===== src/rtl/fnd_pkg.sv =====
// fnd_pkg: shared segment encodings, converter states and helpers for the FND controller.
package fnd_pkg;
  typedef logic [7:0] seg_t;
  typedef enum logic [1:0] {IDLE, SHIFT, COMMIT} conv_state_t;
  localparam seg_t SEG_BLANK = 8'hFF;
  localparam seg_t SEG_DASH = 8'hBF;
  localparam seg_t SEG_LUT [0:9] = '{8'hC0, 8'hF9, 8'hA4, 8'hB0, 8'h99,
                                     8'h92, 8'h82, 8'hF8, 8'h80, 8'h90};
  function automatic logic [31:0] pow10(input int n);
    pow10 = 32'd1;
    for (int i = 0; i < n; i++) pow10 = pow10 * 32'd10;
  endfunction
  function automatic seg_t seg_of(input logic [3:0] n);
    return n > 4'd9 ? SEG_BLANK : SEG_LUT[n];
  endfunction
endpackage


===== src/rtl/bin2bcd_seq.sv =====
// bin2bcd_seq: sequential shift-add-3 binary to BCD converter, one bit per cycle.
module bin2bcd_seq
  import fnd_pkg::*;
#(
  parameter int BIN_W  = 14,
  parameter int DIGITS = 4
) (
  input  logic                  clk,
  input  logic                  rst,
  input  logic                  start,
  input  logic [BIN_W-1:0]      bin,
  output logic                  busy,
  output logic                  done,
  output logic [4*DIGITS-1:0]   bcd,
  output logic                  ovf
);
  localparam int CW = $clog2(BIN_W + 1);
  conv_state_t state_q;
  logic [BIN_W-1:0] bin_q;
  logic [CW-1:0] cnt_q;
  logic [4*DIGITS-1:0] bcd_adj;
  always_comb begin
    bcd_adj = bcd;
    for (int k = 0; k < DIGITS; k++)
      bcd_adj[4*k+:4] = bcd[4*k+:4] >= 4'd5 ? bcd[4*k+:4] + 4'd3 : bcd[4*k+:4];
  end
  always_ff @(posedge clk or posedge rst)
    if (rst) begin
      state_q <= IDLE;
      bin_q <= '0;
      bcd <= '0;
      cnt_q <= '0;
      ovf <= 1'b0;
      busy <= 1'b0;
      done <= 1'b0;
    end else begin
      done <= 1'b0;
      case (state_q)
        IDLE: if (start) begin
          bin_q <= bin;
          bcd <= '0;
          ovf <= 32'(bin) >= pow10(DIGITS);
          cnt_q <= CW'(BIN_W);
          busy <= 1'b1;
          state_q <= SHIFT;
        end
        SHIFT: begin
          {bcd, bin_q} <= {bcd_adj, bin_q} << 1;
          cnt_q <= cnt_q - 1'b1;
          if (cnt_q == CW'(1)) begin
            state_q <= COMMIT;
            done <= 1'b1;
          end
        end
        default: begin
          busy <= 1'b0;
          state_q <= IDLE;
        end
      endcase
    end
endmodule


===== src/rtl/fnd_scan_ctrl.sv =====
// fnd_scan_ctrl: multiplexed common-anode 7-segment driver with sequential BCD conversion.
// Define FND_LZB_EN to blank leading zeros.
module fnd_scan_ctrl
  import fnd_pkg::*;
#(
  parameter int CLK_HZ  = 100_000_000,
  parameter int SCAN_HZ = 1000,
  parameter int DIGITS  = 4,
  parameter int BIN_W   = 14
) (
  input  logic              clk,
  input  logic              rst,
  input  logic [BIN_W-1:0]  value,
  input  logic              load,
  input  logic [DIGITS-1:0] dp,
  output logic              busy,
  output logic              ovf,
  output logic [DIGITS-1:0] fnd_com,
  output logic [7:0]        fnd_data
);
  localparam int SCAN_DIV = CLK_HZ / SCAN_HZ;
  localparam int PW = $clog2(SCAN_DIV);
  localparam int IW = DIGITS > 1 ? $clog2(DIGITS) : 1;
`ifdef FND_LZB_EN
  localparam bit LZB_EN = 1'b1;
`else
  localparam bit LZB_EN = 1'b0;
`endif
  logic [PW-1:0] presc_q;
  logic [IW-1:0] idx_q;
  logic [4*DIGITS-1:0] digit_q, bcd;
  logic ovf_q, ovf_pend, done, tick;
  logic [DIGITS:0] zero_hi;
  seg_t pat;
  bin2bcd_seq #(.BIN_W(BIN_W), .DIGITS(DIGITS)) u_conv (
    .clk(clk), .rst(rst), .start(load), .bin(value),
    .busy(busy), .done(done), .bcd(bcd), .ovf(ovf_pend)
  );
  assign tick = presc_q == PW'(SCAN_DIV - 1);
  assign ovf = ovf_q;
  // zero_hi[k] is set when digit k and every digit above it are zero
  always_comb begin
    zero_hi = '0;
    zero_hi[DIGITS] = 1'b1;
    for (int k = DIGITS - 1; k >= 0; k--)
      zero_hi[k] = zero_hi[k+1] && digit_q[4*k+:4] == 4'd0;
  end
  always_comb begin
    pat = ovf_q ? SEG_DASH
        : (LZB_EN && idx_q != '0 && zero_hi[idx_q]) ? SEG_BLANK
        : seg_of(digit_q[{idx_q, 2'b00}+:4]);
  end
  always_ff @(posedge clk or posedge rst)
    if (rst) begin
      presc_q <= '0;
      idx_q <= '0;
      digit_q <= '0;
      ovf_q <= 1'b0;
      fnd_com <= '1;
      fnd_data <= SEG_BLANK;
    end else begin
      presc_q <= tick ? '0 : presc_q + 1'b1;
      if (done) begin
        digit_q <= bcd;
        ovf_q <= ovf_pend;
      end
      if (tick) begin
        fnd_com <= ~(DIGITS'(1) << idx_q);
        fnd_data <= {~dp[idx_q], pat[6:0]};
        idx_q <= idx_q == IW'(DIGITS - 1) ? '0 : idx_q + 1'b1;
      end
    end
endmodule


===== config.mk =====
export PLATFORM = sky130hd
export DESIGN_NAME = fnd_scan_ctrl
export DESIGN_NICKNAME = d
export VERILOG_FILES = /design/src/rtl/fnd_pkg.sv /design/src/rtl/bin2bcd_seq.sv /design/src/rtl/fnd_scan_ctrl.sv
export SDC_FILE = /design/constraint.sdc
export NUM_CORES = 1
export LEC_CHECK = 0
export ABC_CLOCK_PERIOD_IN_PS = 4000
export BUFFER_PORTS_ARGS = -buffer_cell sky130_fd_sc_hd__buf_2
export CORE_MARGIN = 5
export CORE_UTILIZATION = 60
export CTS_CLUSTER_DIAMETER = 40
export DETAILED_ROUTE_END_ITERATION = 10
export PLACE_DENSITY_LB_ADDON = 0.3
export SETUP_SLACK_MARGIN = 0.02
export SYNTH_ARGS = -nofsm -noshare
export SYNTH_HDL_FRONTEND = slang
export SYNTH_SLANG_ARGS = --single-unit

===== constraint.sdc =====
create_clock -name clk -period 4 [get_ports clk]
set_input_delay 1 -clock clk [delete_from_list [all_inputs] [get_ports clk]]
set_output_delay 1 -clock clk [all_outputs]
set_load 0.01 [all_outputs]

==> flow_metrics.tcl <==
set metrics [dict create \
    ys_warn_count 0 \
    hold_ws_ps 475 \
    maxCapViolCount 0 \
    grt_max_degree 50 \
    rows 30 \
    htreeDepth 3 \
    synth_cell_types 51 \
    synth_seq_area_share_pct 50.9 \
    syn_nets 435 \
    area_growth_pct 10.5 \
    clk-insertion-delay-late_ps 350 \
    clk_pin_slew_ps 90 \
    grt_setup_unrepaired "no" \
    slew_violations 0 \
    via_count 2999 \
    final_core_util_pct 68.9 \
    wl_met3_um 301 \
    die_h_um 94.7 \
    worst-setup-path-type "reg -> reg" \
    routed_via_density 5.70 \
    boundaryPins 35 \
    synth_top_area_share_pct 43.6 \
    syn_area_per_cell_sq_um 10.9 \
    netlist_instances 394 \
    min_period_over_period_pct 66.3 \
    layout.nets 466 \
    hold_viol 0 \
    holdBufCountCts 0 \
    fp.dieW_um 94.7 \
    reg2reg_to "fnd_data[2]" \
    p_per_area_nw_per_um2 656 \
    grt_pass1_wl_um 13400 \
    drt-total-wl_um 7690 \
    ctsResizeCount 0 \
    gr-total-overflow 0 \
    die_area_sq_um 8980 \
    ir_worst_vdd_uv 413 \
    drt-met1-wl_um 3650 \
    start_util_pct 62.4 \
    ys_async_sr_fraction_pct 100 \
    crit_end "fnd_data[2]" \
    cts_made_buffers 9 \
    ant_nets 0 \
    p_leak_nw 2.18 \
    cts.sinks 87 \
    synthTopCellsByArea "dfrtp_1 (44%), dfstp_2 (7.3%), ha_1 (5.8%)" \
    fin_crit_ps 2650 \
    grt_antenna_before_repair 0 \
    min_path_type "reg -> reg" \
    rrSetupSlack_ps 1350 \
    coreArea_sq_um 6910 \
    first_pass_iters 4 \
    startpoint "idx_q[0]" \
    antennaDiodeCount 0 \
    end_kind "flop" \
    io_buffers 34 \
    cts_tree "built" \
    worst-r2r-cell-count 7 \
    final_common_cell "dfrtp_1" \
    cp_max_fo 11 \
    grt_pass1_vias 2916 \
    drc 0 \
    cp.required_ps 4280 \
    routed-wl-met2_um 3650 \
    routabilityCongestion 0.830 \
    synth_top_area_cell "dfrtp_1" \
    drt_iter0_markers 87 \
    cts_max_path_buffers 2 \
    skew_ps 10.0 \
    fillers 535 \
    synth_edf_count 0 \
    cts_setup_buffers 0 \
    ys_ff_latch 87 \
    worstMarginPinSlew_ps 897 \
    cts_root_buf "clkbuf_8" \
    arrival_ps 2930 \
    status "finished clean" \
    grt_usage_pct 18.8 \
    critPathLaunchType "flop" \
    tns_ps 0 \
    r2r-start "idx_q[0]" \
    max_freq_mhz 377 \
    ys.flop_type "dfrtp_1" \
    final_cell_mix "dfrtp_1 (75), nand2_1 (40), buf_2 (34)" \
    slew_headroom_pct 40.1 \
    wl_per_cell_um 14.6 \
    setup_violations 0 \
    synth_area_sq_um 4310 \
    drive_gt1_share_pct 19.3 \
    highest_layer "met4" \
    dp_hpwl_um 5580 \
]
## layout make-up
type / count / area, sq um / share of cell area [%]
inverter: 20 / 76.3 / 1.60
clock inverter: 6 / 67.6 / 1.42
tap: 96 / 120 / 2.52
timing repair buffer: 38 / 200 / 4.21
sequential: 87 / 2190 / 46.1
multi-input combinational: 269 / 1970 / 41.3
clock buffer: 10 / 138 / 2.89
## worst min path at each step
stage / cells after the start / start / endpoint
finish: 2 / fnd_data[6] / fnd_data[6]
global route: 2 / fnd_data[6] / fnd_data[6]
CTS: 2 / fnd_data[6] / fnd_data[6]
detailed placement: 2 / fnd_data[6] / fnd_data[6]
global placement: 2 / fnd_data[6] / fnd_data[6]
floorplan: 1 / presc_q[0] / presc_q[0]
## critical path, stage by stage (launching register included)
cell and delay [ps]:
dfrtp_1 640, mux4_2 610, inv_1 140, ha_1 240
o21ai_0 130, o221a_4 310, a211o_1 260, mux2_4 260
## state kept, by name (all words and copies together), names as in the netlist, 2 cells and up
signal and flops:
fnd_data 8, u_conv.bin_q 14, digit_q 16, fnd_com 4, idx_q 2, u_conv.cnt_q 4
u_conv.bcd 16, presc_q 17, u_conv.state_q 2
## synth_stat cells (2+ instances only)
| cell type | n |
|---|---|
| a211o_1 | 3 |
| a21oi_1 | 11 |
| a22o_1 | 3 |
| a2bb2oi_1 | 3 |
| a31oi_1 | 15 |
| a32o_1 | 4 |
| and3_1 | 4 |
| and4_1 | 2 |
| buf_2 | 3 |
| clkbuf_1 | 14 |
| dfrtp_1 | 75 |
| dfstp_2 | 12 |
| ha_1 | 20 |
| inv_1 | 18 |
| inv_2 | 2 |
| mux2_1 | 20 |
| mux2_4 | 2 |
| mux2i_1 | 6 |
| mux4_2 | 5 |
| nand2_1 | 40 |
| nand2b_1 | 5 |
| nand3_1 | 9 |
| nand4_1 | 5 |
| nor2_1 | 31 |
| nor2b_1 | 2 |
| nor3_1 | 3 |
| nor3b_1 | 2 |
| nor4_1 | 2 |
| o21ai_0 | 7 |
| o21ai_1 | 11 |
| o21bai_1 | 2 |
| o22ai_1 | 6 |
| o31ai_1 | 12 |
| or4_1 | 2 |
| xnor2_1 | 9 |
| xor2_1 | 9 |
## cells by family (layout without fill, tap and decap cells)
group / count (synthesis) / count (layout) / synth area share [%]
xor gates and xnor gates: 18 / 18 / 3.66
adders and majority gates: 20 / 20 / 5.81
DFF: 87 / 87 / 50.9
buffers and inverters: 38 / 74 / 3.57
muxes: 34 / 34 / 10.2
and+or+nand+nor: 114 / 114 / 12.7
AOI/OAI and AO/OA: 83 / 83 / 13.2
## metal layers
metal  GRT usage, %  vias up
li1               -     1466
met1           25.1     1461
met2           31.1       64
met3           3.19        8
met4           6.37        0
met5              0        -
## through the flow
stage	total power, mW	instances	setup WS [ps]	instance area (sq um)
after floorplan	2.25	394	770	4310
after global placement	2.46	510	1450	4550
after detailed placement	2.52	510	1360	4550
after CTS	3.15	526	1330	4760
after global routing	3.37	526	1180	4760
final	3.12	526	1350	4760
## report_power, final
group | switching, mW | total [mW] | internal (mW)
combinational | 0.607 | 1.14 | 0.537
clock | 0.316 | 0.625 | 0.309
sequential | 0.212 | 1.36 | 1.14
(Power assumes the default switching activity.)
